## config.mk

```make
export PLATFORM = sky130hd
export DESIGN_NAME = microwave_controller_p
export DESIGN_NICKNAME = d
export VERILOG_FILES = /design/src/rtl/microwave_controller_p.sv
export SDC_FILE = /design/constraint.sdc
export NUM_CORES = 1
export LEC_CHECK = 0
export ABC_AREA = 1
export CORE_ASPECT_RATIO = 0.7
export CORE_MARGIN = 8
export CORE_UTILIZATION = 50
export CTS_BUF_LIST = sky130_fd_sc_hd__clkbuf_8
export DETAILED_ROUTE_END_ITERATION = 12
export PLACE_DENSITY = 0.75
export SETUP_SLACK_MARGIN = 0.02
export SYNTH_ARGS = -nofsm -noshare
export SYNTH_HDL_FRONTEND = slang
export SYNTH_SLANG_ARGS = --single-unit
```

## constraint.sdc

```tcl
create_clock -name clock -period 1.7 [get_ports clock]
set_input_delay 0.34 -clock clock [delete_from_list [all_inputs] [get_ports clock]]
set_output_delay 0.34 -clock clock [all_outputs]
set_load 0.01 [all_outputs]
```

## src/rtl/microwave_controller_p.sv

```systemverilog
// Microwave controller: BCD keypad time entry, mm:ss countdown with power-level
// duty cycle, pause/resume, door interlock and a timed done indication.
module microwave_controller_p #(
    parameter int CLK_PER_SEC = 1000,
    parameter int MIN_DIGITS  = 1,
    parameter int DONE_SECS   = 3
) (
    input  logic                        clock,
    input  logic                        resetn,
    input  logic [9:0]                  keypad,
    input  logic                        startn,
    input  logic                        stopn,
    input  logic                        clearn,
    input  logic                        powern,
    input  logic                        door_closed,
    output logic                        mag_on,
    output logic                        cooking,
    output logic                        done,
    output logic [7*(2+MIN_DIGITS)-1:0] seg
);
    localparam int ND = 2 + MIN_DIGITS;
    localparam int PW = $clog2(CLK_PER_SEC);
    localparam int DW = $clog2(DONE_SECS + 1);
    localparam logic [PW-1:0] PRESC_LAST = PW'(CLK_PER_SEC - 1);
    localparam logic [DW-1:0] DONE_LAST  = DW'(DONE_SECS - 1);

    typedef enum logic [1:0] {S_IDLE, S_COOK, S_PAUSED, S_DONE} state_t;
    typedef logic [ND-1:0][3:0] time_t;

    state_t        state_q, state_d;
    time_t         time_q, time_d, time_dec;
    logic [3:0]    power_q, power_d;
    logic [3:0]    win_q, win_d;
    logic [PW-1:0] presc_q, presc_d;
    logic [DW-1:0] dcnt_q, dcnt_d;

    logic [9:0] key_s_q, key_p_q;
    logic       start_s_q, start_p_q, stop_s_q, stop_p_q, clear_s_q, clear_p_q;
    logic       power_s_q, door_s_q;

    logic       key_ev, start_ev, stop_ev, clear_ev, halt, tick, time_nz;
    logic [3:0] key_digit;

    function automatic logic [6:0] seg7(input logic [3:0] d);
        case (d)
            4'd0:    seg7 = 7'h3F;
            4'd1:    seg7 = 7'h06;
            4'd2:    seg7 = 7'h5B;
            4'd3:    seg7 = 7'h4F;
            4'd4:    seg7 = 7'h66;
            4'd5:    seg7 = 7'h6D;
            4'd6:    seg7 = 7'h7D;
            4'd7:    seg7 = 7'h07;
            4'd8:    seg7 = 7'h7F;
            4'd9:    seg7 = 7'h6F;
            default: seg7 = 7'h00;
        endcase
    endfunction

    // Seconds tens wraps to 5, so entered tens digits 6-9 simply count down.
    function automatic time_t dec_time(input time_t t);
        time_t r;
        logic  borrow;
        r      = t;
        borrow = 1'b0;
        if (t[0] != 4'd0) begin
            r[0] = t[0] - 4'd1;
        end else begin
            r[0] = 4'd9;
            if (t[1] != 4'd0) begin
                r[1] = t[1] - 4'd1;
            end else begin
                r[1]   = 4'd5;
                borrow = 1'b1;
                for (int i = 2; i < ND; i++) begin
                    if (borrow) begin
                        if (t[i] != 4'd0) begin
                            r[i]   = t[i] - 4'd1;
                            borrow = 1'b0;
                        end else begin
                            r[i] = 4'd9;
                        end
                    end
                end
            end
        end
        return r;
    endfunction

    always_ff @(posedge clock or negedge resetn) begin
        if (!resetn) begin
            key_s_q   <= '0;
            key_p_q   <= '0;
            start_s_q <= 1'b1;
            start_p_q <= 1'b1;
            stop_s_q  <= 1'b1;
            stop_p_q  <= 1'b1;
            clear_s_q <= 1'b1;
            clear_p_q <= 1'b1;
            power_s_q <= 1'b1;
            door_s_q  <= 1'b0;
        end else begin
            key_s_q   <= keypad;
            key_p_q   <= key_s_q;
            start_s_q <= startn;
            start_p_q <= start_s_q;
            stop_s_q  <= stopn;
            stop_p_q  <= stop_s_q;
            clear_s_q <= clearn;
            clear_p_q <= clear_s_q;
            power_s_q <= powern;
            door_s_q  <= door_closed;
        end
    end

    assign key_ev   = (key_s_q != 10'd0) && ((key_s_q & (key_s_q - 10'd1)) == 10'd0)
                      && ((key_s_q & ~key_p_q) != 10'd0);
    assign start_ev = start_p_q & ~start_s_q;
    assign stop_ev  = stop_p_q & ~stop_s_q;
    assign clear_ev = clear_p_q & ~clear_s_q;
    assign halt     = stop_ev | ~door_s_q;
    assign tick     = (presc_q == PRESC_LAST);
    assign time_nz  = (time_q != '0);
    assign time_dec = dec_time(time_q);

    always_comb begin
        key_digit = 4'd0;
        for (int i = 0; i < 10; i++) begin
            if (key_s_q[i]) key_digit = 4'(i);
        end
    end

    always_ff @(posedge clock or negedge resetn) begin
        if (!resetn) state_q <= S_IDLE;
        else         state_q <= state_d;
    end

    // Priority: clear, then door-open/stop, then start.
    always_comb begin
        state_d = state_q;
        if (clear_ev) begin
            state_d = S_IDLE;
        end else begin
            case (state_q)
                S_IDLE:   if (start_ev && door_s_q && time_nz) state_d = S_COOK;
                S_COOK: begin
                    if (halt)                                 state_d = S_PAUSED;
                    else if (tick && (time_dec == '0))        state_d = S_DONE;
                end
                S_PAUSED: if (!halt && start_ev && time_nz)  state_d = S_COOK;
                S_DONE:   if (tick && (dcnt_q == DONE_LAST)) state_d = S_IDLE;
                default:                                      state_d = S_IDLE;
            endcase
        end
    end

    always_comb begin
        time_d  = time_q;
        power_d = power_q;
        win_d   = win_q;
        presc_d = presc_q;
        dcnt_d  = dcnt_q;
        if (clear_ev) begin
            time_d  = '0;
            power_d = 4'd10;
            win_d   = 4'd0;
            presc_d = '0;
            dcnt_d  = '0;
        end else begin
            case (state_q)
                S_IDLE: begin
                    if (start_ev && door_s_q && time_nz) begin
                        presc_d = '0;
                        win_d   = 4'd0;
                    end else if (key_ev) begin
                        if (power_s_q) time_d  = {time_q[ND-2:0], key_digit};
                        else           power_d = (key_digit == 4'd0) ? 4'd10 : key_digit;
                    end
                end
                S_COOK: begin
                    if (!halt) begin
                        if (tick) begin
                            presc_d = '0;
                            win_d   = (win_q == 4'd9) ? 4'd0 : win_q + 4'd1;
                            time_d  = time_dec;
                            dcnt_d  = '0;
                        end else begin
                            presc_d = presc_q + PW'(1);
                        end
                    end
                end
                S_DONE: begin
                    if (tick) begin
                        presc_d = '0;
                        dcnt_d  = dcnt_q + DW'(1);
                    end else begin
                        presc_d = presc_q + PW'(1);
                    end
                end
                default: ;
            endcase
        end
    end

    always_ff @(posedge clock or negedge resetn) begin
        if (!resetn) begin
            time_q  <= '0;
            power_q <= 4'd10;
            win_q   <= 4'd0;
            presc_q <= '0;
            dcnt_q  <= '0;
        end else begin
            time_q  <= time_d;
            power_q <= power_d;
            win_q   <= win_d;
            presc_q <= presc_d;
            dcnt_q  <= dcnt_d;
        end
    end

    // Raw door input gates the magnetron so opening the door cuts it at once.
    always_comb begin
        cooking = (state_q == S_COOK);
        done    = (state_q == S_DONE);
        mag_on  = (state_q == S_COOK) && (win_q < power_q) && door_closed;
        seg     = '0;
        for (int i = 0; i < ND; i++) begin
            seg[7*i +: 7] = seg7(time_q[i]);
        end
    end
endmodule

```

==> flow_summary.toml, run 1 <==
[global_route]
grt_usage = 0.2393
grt_pass1_vias = 4451
grt_max_degree = 63
antenna_found_initial = 0
grt_pass1_wl_mm = 20.78
grt-ovfl-total = 0

[clock_tree]
root_buffer = "clkbuf_8"
insertion_delay_ns = 0.36
clock_sinks = 62
cts_buffers = 9
cts_buffer_depth = 2
cts_max_level = 3
cts.clk_slew.worst_paths_ns = 0.08
cts_tree = "built"

[drt]
drc = 0
drt_iter0_drc = 503
routedWlPerCell_um = 19.33
wirelength_mm = 15.60
via_per_inst = 5.812
postRouteAntennaNets = 0
first_pass_iters = 7
vias = 4690

[yosys]
async_reset_ff_frac = 1.000
ys.flop_type = "dfrtp_1"
ys_ff_latch = 62
synthCells = 526
synth_edf_count = 0
synth_top_cell_by_area = "dfrtp_1"
yosysMostFrequentCell = "nand2_1"
synth.distinct_cells = 38
yosysWarnings = 0
syn_nets = 568
synth_area_leaders = "dfrtp_1, nand2_1, ha_1"
syn_area_per_cell_sq_um = 7.360
seq_area_frac_synth = 0.4037
synth_top_area_frac = 0.3426
syn-cell-area_sq_um = 3871
yosys-top-cells-count = "nand2_1, nor2_1, inv_1, dfrtp_1, nand3_1"

[layout]
antenna_cells = 0
drive_gt1_frac = 0.5283
fin_cells = 807
area_delta_synth_final_pct = 68.71
fillerInstances = 357
final_nets = 743

[timing]
rsz0062_at_grt = "true"
tightest_slew_ns = 0.5146
fin_crit_sh = 1.221
period_minus_slack_ns = 2.076
fin_ws_ns = -0.3760
fmax_mhz = 481.7
maxSlewViolCount = 0
finClkSkew_ns = 0.01062
finalSetupViolations = 55
slew_headroom = 0.6533
hold_viol = 0

[setup_path]
worst_ep_arrival_time_ns = 1.74
critPathKind = "flop to output port"
cp-start-kind = "flop"
crit_path_max_fanout = 2
critPathRequiredTime_ns = 1.36
endpoint_kind = "output port"

[worst_hold_path]
holdCritPathClass = "flop to flop"

[placement]
post-place-ws_ns = -0.3906
gp_congestion = 0.8754
dp_hpwl_mm = 7.381
port-buffer-count = 40
placedCellCount = 753

[power]
ir_drop_v = 0.001050
power_density_nw_per_um2 = 1867
p_leak_nw = 3.055
power.total_mw = 12.19

[run]
maxCapViolCount = 0

[die]
core_sq_um = 7702
dieArea_sq_um = 10860
start_util = 0.5026
dieWidth_um = 121.2
ioPinCount = 41
die_y_um = 89.62
rows = 27

[status]
status = "complete, but fails checks"
violations = "setup timing"
-- flip-flops by register name, summed over array words and instances, names as in the netlist --
name       count
win_q          4
power_s_q      1
presc_q       10
time_q        12
key_s_q       10
start_s_q      1
clear_s_q      1
clear_p_q      1
key_p_q       10
stop_p_q       1
start_p_q      1
dcnt_q         2
door_s_q       1
power_q        4
state_q        2
stop_s_q       1
-- per-stage QoR --
step | TNS [ns] | utilization | area, sq um | hold WS [ns]
after floorplan | 0 | - | 3908 | 0.04441
after global placement | -4.780 | 0.6607 | 5089 | 0.3568
after detailed placement | -6.786 | 0.6607 | 5089 | 0.3602
after CTS | -4.937 | 0.7887 | 6075 | 0.3725
after global routing | -13.45 | 0.8480 | 6531 | 0.3734
final | -10.51 | 0.8480 | 6531 | 0.3682
-- what timing repair did --
item | CTS | global route
pin swaps | 70 | 50
hold buffers | 1 | 0
gates cloned | 2 | 0
gates resized for setup | 258 | 113
endpoints found under the setup margin | 58 | 58
endpoints found under the hold margin | 7 | 0
setup buffers | 24 | 12
-- logic make-up (layout without fill, tap and decap cells) --
logic type      Yosys count  in the layout  share of synthesized area
flops                    62             62                     0.4037
buf+inv                  80            259                    0.08662
compound gates           79             79                     0.1144
fa+ha+maj                25             25                    0.08080
simple gates            277            278                     0.3077
xor+xnor                  3              3                   0.006789
-- report_power, final --
group	internal, mW	switching, mW
Sequential	1.75	0.338
Clock	0.696	0.674
Combinational	3.89	4.85
-- path summary, 6_finish.rpt --
kind | startpoint | end | slack (ns) | cells past startpoint
max in group asynchronous | resetn | stop_s_q | 0.87 | 3
hold reg to reg | stop_s_q | stop_p_q | 0.37 | 0
setup / recovery | power_q[1] | mag_on | -0.38 | 6
min in group asynchronous | resetn | key_s_q[0] | 0.53 | 3
setup reg to reg | time_q[2] | time_q[6] | -0.37 | 11
hold / removal | stop_s_q | stop_p_q | 0.37 | 0
-- worst max-delay path, stage by stage, from the launching register on --
cell and delay, ns:
dfstp_2 0.54, inv_2 0.04, ha_4 0.24, a21boi_2 0.15
nor2_2 0.05, o2111a_1 0.23, buf_2 0.14
-- cell type report --
cell class | instances | area (sq um) | share of cell area
clock buffer | 9 | 123.9 | 0.01897
clock inverter | 7 | 81.33 | 0.01245
inverter | 70 | 309.0 | 0.04732
multi-input combinational | 385 | 2861 | 0.4381
sequential | 62 | 1573 | 0.2408
tap | 101 | 126.4 | 0.01935
timing repair buffer | 173 | 1456 | 0.2230
-- layout by cell type, fill, tap and decap left out, types with 16 or more instances in the layout --
cell     instances
nand3_2         19
dfrtp_1         45
nand2_1        102
nand2_2         36
o21ai_1         16
ha_4            17
buf_4           98
nand3_1         16
inv_1           44
buf_6           28
nor2_2          18
buf_2           23
nor2_1          33
nor2_4          20
inv_2           16
-- routing by layer --
layer | part of all wire | GRT usage | vias to the layer above
met1 | 0.38 | 0.2710 | 2213
met4 | 0.063 | 0.1115 | 0
li1 | - | - | 2042
met3 | 0.087 | 0.06121 | 109
met2 | 0.47 | 0.4230 | 326
met5 | 0 | 0 | -
No activity file was read; power rests on OpenSTA's default activity.
==> inputs of run 2 (changes only) <==
--- a/config.mk
+++ b/config.mk
@@ -9,8 +9,9 @@
 export CORE_ASPECT_RATIO = 0.7
 export CORE_MARGIN = 8
 export CORE_UTILIZATION = 50
-export CTS_BUF_LIST = sky130_fd_sc_hd__clkbuf_8
+export CTS_BUF_LIST = sky130_fd_sc_hd__clkbuf_4
 export DETAILED_ROUTE_END_ITERATION = 12
+export HOLD_SLACK_MARGIN = 0.15
 export PLACE_DENSITY = 0.75
 export SETUP_SLACK_MARGIN = 0.02
 export SYNTH_ARGS = -nofsm -noshare
==> flow_summary.toml, run 2 (synthesis gave the netlist of run 1 again) <==
[status]
status = "complete, but fails checks"
violations = "setup timing"

[layout]
fin_area_sq_um = 6913
final_nets = 775
area_delta_synth_final_pct = 78.57
largest_register_ffs = 12
antenna_cells = 0
drive_gt1_frac = 0.5664
layout_commonest_cell = "buf_4"
fin_cells = 839
layout_common_cells = "buf_4, nand2_1, dfrtp_1, inv_1, buf_6"
regMostFlops = "time_q"

[setup_path]
critPathKind = "flop to flop"
cp-start-kind = "flop"
crit_path_max_fanout = 6
worst_ep_arrival_time_ns = 2.62
slowest_delay_ns = 0.40
critPathSlowestCell = "dfrtp_1"
endpoint_kind = "flop"
critPathRequiredTime_ns = 2.02
path_cells = "nor2_1 -> nand3_1 -> nor2_2 -> o21ai_0 -> nor2_1 -> nand3_2 -> nand2_4 -> nand2_8 -> nand2_1 -> nand2_1"

[drt]
via_per_inst = 6.187
wirelength_mm = 18.87
first_pass_iters = 6
vias = 5191
drc = 0
routedWlPerCell_um = 22.49
postRouteAntennaNets = 0
drt_iter0_drc = 638

[die]
core_sq_um = 7702
dieArea_sq_um = 10860
rows = 27
dieWidth_um = 121.2
die_y_um = 89.62
ioPinCount = 41
start_util = 0.5026

[timing]
fmax_mhz = 434.9
fin_crit_sh = 1.353
slew_headroom = 0.7335
tns_ns = -17.69
period_minus_slack_ns = 2.300
tightest_slew_ns = 0.3983
fin_ws_ns = -0.5996
finClkSkew_ns = 0.01941
rsz0062_at_grt = "true"
finalSetupViolations = 58
maxSlewViolCount = 0
hold_viol = 0

[placement]
post-place-ws_ns = -0.3906
placedCellCount = 753
gp_congestion = 0.8754
dp_hpwl_mm = 7.381
port-buffer-count = 40
dpl_cell_area_sq_um = 5089

[global_route]
grt_usage = 0.2491
grt_pass1_vias = 4613
grt_max_degree = 63
antenna_found_initial = 0
grt-ovfl-total = 0
grt_pass1_wl_mm = 21.59

[clock_tree]
cts_buffer_depth = 2
insertion_delay_ns = 0.44
root_buffer = "clkbuf_4"
cts_tree = "built"
cts_max_level = 3
cts_buffers = 9
cts.clk_slew.worst_paths_ns = 0.12
clock_sinks = 62

[power]
power.total_mw = 12.88
power_density_nw_per_um2 = 1863
ir_drop_v = 0.001292
p_leak_nw = 3.262

[worst_hold_path]
holdCritPathClass = "primary input to flop"

[run]
maxCapViolCount = 0
run 2: metrics by stage:
stage	hold WS [ns]	utilization
6_report	0.3011	0.8975
5_1_grt	0.2772	0.8975
4_1_cts	0.2870	0.7799
3_5_place_dp	0.3602	0.6607
3_3_place_gp	0.3568	0.6607
2_1_floorplan	0.04441	-
run 2: metal layers:
metal,GRT usage,wire (um),up-vias
li1,-,-,2106
met1,0.2798,6480,2386
met2,0.4485,8462,513
met3,0.06246,2393,184
met4,0.1070,1485,2
met5,0,45,-
run 2: worst max-delay path, delay by kind of cell (launching register included):
kind / cells / cell delay (ns)
and+or+nand+nor: 9 / 1.67
DFF: 1 / 0.40
AOI/OAI and AO/OA: 1 / 0.12
run 2: what timing repair did:
action,in CTS,in global routing
hold buffers,1,0
endpoints found under the hold margin,53,0
pin swaps,56,65
gates cloned,3,1
setup endpoints to repair,58,57
setup buffers,33,36
gates resized for setup,256,158
run 2: path summary, 6_finish.rpt:
check                           startpoint          to  slack, ns  cells after the start
worst max-delay path            key_s_q[7]   time_q[1]      -0.60                     10
worst min-delay path                powern   power_s_q       0.30                      1
worst max register to register  key_s_q[7]   time_q[1]      -0.60                     10
worst min register to register    stop_s_q    stop_p_q       0.38                      0
max in group asynchronous           resetn   clear_s_q       0.96                      3
min in group asynchronous           resetn  power_q[2]       0.43                      3
run 2: where the power goes:
part,switching [mW],internal [mW]
combinational,5.33,4.36
sequential,0.324,1.74
clock,0.658,0.466
total,6.31,6.57
run 2: area by class of cell:
| cell class | instances | area (sq um) |
|---|---|---|
| clock buffer | 9 | 67.56 |
| clock inverter | 7 | 81.33 |
| fill | 303 | 789.5 |
| inverter | 70 | 296.5 |
| multi-input combinational | 386 | 3018 |
| sequential | 62 | 1573 |
| tap | 101 | 126.4 |
| timing repair buffer | 204 | 1750 |
==> inputs of run 3 (changes only) <==
--- a/config.mk
+++ b/config.mk
@@ -11,7 +11,6 @@
 export CORE_UTILIZATION = 50
 export CTS_BUF_LIST = sky130_fd_sc_hd__clkbuf_4
 export DETAILED_ROUTE_END_ITERATION = 12
-export HOLD_SLACK_MARGIN = 0.15
 export PLACE_DENSITY = 0.75
 export SETUP_SLACK_MARGIN = 0.02
 export SYNTH_ARGS = -nofsm -noshare
==> results of run 3 <==
No change in the layout: final DEF, timing and power equal those of run 2.
==> patch: new RTL, settings of run 3 <==
Take the reset off `key_p_q` and load it in a clocked block of its own.
--- a/src/rtl/microwave_controller_p.sv
+++ b/src/rtl/microwave_controller_p.sv
@@ -91,5 +91,4 @@
         if (!resetn) begin
             key_s_q   <= '0;
-            key_p_q   <= '0;
             start_s_q <= 1'b1;
             start_p_q <= 1'b1;
@@ -102,5 +101,4 @@
         end else begin
             key_s_q   <= keypad;
-            key_p_q   <= key_s_q;
             start_s_q <= startn;
             start_p_q <= start_s_q;
@@ -112,4 +110,8 @@
             door_s_q  <= door_closed;
         end
+    end
+
+    always_ff @(posedge clock) begin
+        key_p_q <= key_s_q;
     end
 
Formal check against the unedited RTL: same outputs for any inputs over 4 cycles, from zero or initial values and one cycle with resetn low; that may be too few to reach the edited logic, so the function may still have changed.
==> patch against run 3 <==
  * The run still ends with setup timing left
  * Area after synthesis grew 1.5%
  * Non-clock buffer count grew 15
  * Power grew 3.8%
  * Clock power shrank 12%
  * Final area grew 1.7%
  * Setup slack lost 0.0037 ns
  * Combinational power grew 6%
  * Worst hold slack lost 0.034 ns
  * Wire length grew 6.1%
  * Cell count grew 4.3%
  * Critical path depth grew 3
  * Count of clock-buffer cells in the layout grew 1
  * Sequential share of layout area shrank 1.1 points
  * Sequential cell count is the same
  * Critical path type unchanged
  * Critical endpoint is now time_q[4]
==> patch: results (changes against run 3) <==
- Layout cell share with drive strength beyond 1: 0.562 (-0.00438)
- DRT Pass-1 Iters: 8 (+2)
- CP peak stage delay: 0.50 ns (+0.10 ns)
- Clock buffers: 10 (+1)
- Post_cts resized: 269 (+5.1%)
- M3 GR Usage: 0.0581 (-0.00437)
- Failing checks: setup timing
- Clk_skew: 0.0161 ns (-0.00329 ns)
- Commonest cells post-synth: nand2_1, nor2_1, inv_1, nand3_1, dfrtp_1
- Arrival @ worst endpoint: 2.70 ns (+0.08 ns)
- Final setup TNS: -21.72 ns (-4.03 ns)
- Met1 Resource Use GR: 0.304 (+0.0238)
- Finish-stage setup viols: 57 (-1.7%)
- Syn Nets: 587 (+3.3%)
- Vias in the first global route: 4790 (+3.8%)
- Place WS: -0.429 ns (-0.0381 ns)
- Dpl cell area: 5170 um^2 (+1.7%)
- Final net count: 811 (+4.6%)
- Layout clock area frac: 0.0173 (-0.00428)
- Global Route Usage Sum: 0.252 (+0.00312)
- Seq/Total Area, Yosys: 0.385 (-0.0185)
- Final HPWL DP: 8250 um (+12%)
- Sequential cells: 62 (unchanged)
- Met3 WL: 2210 um (-7.9%)
- First-pass GRT wire length: 22500 um (+4.3%)
- Pin count of the biggest net entering global routing: 38 (-40%)
- GP Congestion: 0.912 (+4.2%)
- Sequential cell area share: 0.217 (-0.0109)
- Mean routed wirelength per cell: 22.9 um (+1.7%)
- Unique masters post-synth: 40 (+5.3%)
- Via count: 5530 (+6.5%)
- Worst-margin pin slew: 0.429 ns (+0.0306 ns)
- Multi-input logic portion of the cell area: 0.433 (-0.00339)
- Clock Latency Late Sink: 0.48 ns (+0.04 ns)
- Multi-input combinational gate total: 400 (+3.6%)
- Fillers: 273 (-9.9%)
- Met2 WL: 9120 um (+7.8%)
- Fraction of registers with async set/reset: 0.839 (-0.161)
- Post-route setup slack: -0.603 ns (-0.00367 ns)
- Non-filler cells in the finished layout: 875 (+4.3%)
- Worst VDD drop: 1.55 mV (+20%)
- Leak pwr: 3.32 nW (+1.7%)
- Number of DRC markers in iteration 0: 503 (-21%)
- Avg Cell Area, Syn: 7.21 um^2 (-2.1%)
- Outcome: finished with violations
- Synth top area cells: dfrtp_1, nand2_1, ha_1, nor2_1, inv_1
## patch: cell types whose count changed after synthesis, sizes merged, moves of 7 or more
cell / change
inv: +7
nand2: -10
nand3: +8
dfrtp: -10
nor2: +8
dfxtp: +10
## patch: where the power goes
group | switching, W | internal, W
logic | 0.00557 | 0.00468
registers | 0.000346 | 0.00178
clock network | 0.000668 | 0.000322
total | 0.00658 | 0.00678
## patch: path summary, 6_finish.rpt
check                           startpoint          to  slack (ns)  cells after the start
worst max-delay path             time_q[1]   time_q[4]       -0.60                     13
worst min-delay path                powern   power_s_q        0.27                      1
worst max register to register   time_q[1]   time_q[4]       -0.60                     13
worst min register to register   start_s_q   start_p_q        0.36                      0
max in group asynchronous           resetn    stop_p_q        0.76                      3
min in group asynchronous           resetn  key_s_q[3]        0.32                      2
## patch: cell families after synthesis
family                   share of synthesized area
XOR/XNOR                                   0.00446
AO/OA/AOI/OAI                                0.123
flip-flops                                   0.385
adder cells (fa/ha/maj)                     0.0796
buffers and inverters                       0.0898
AND/OR/NAND/NOR                              0.318
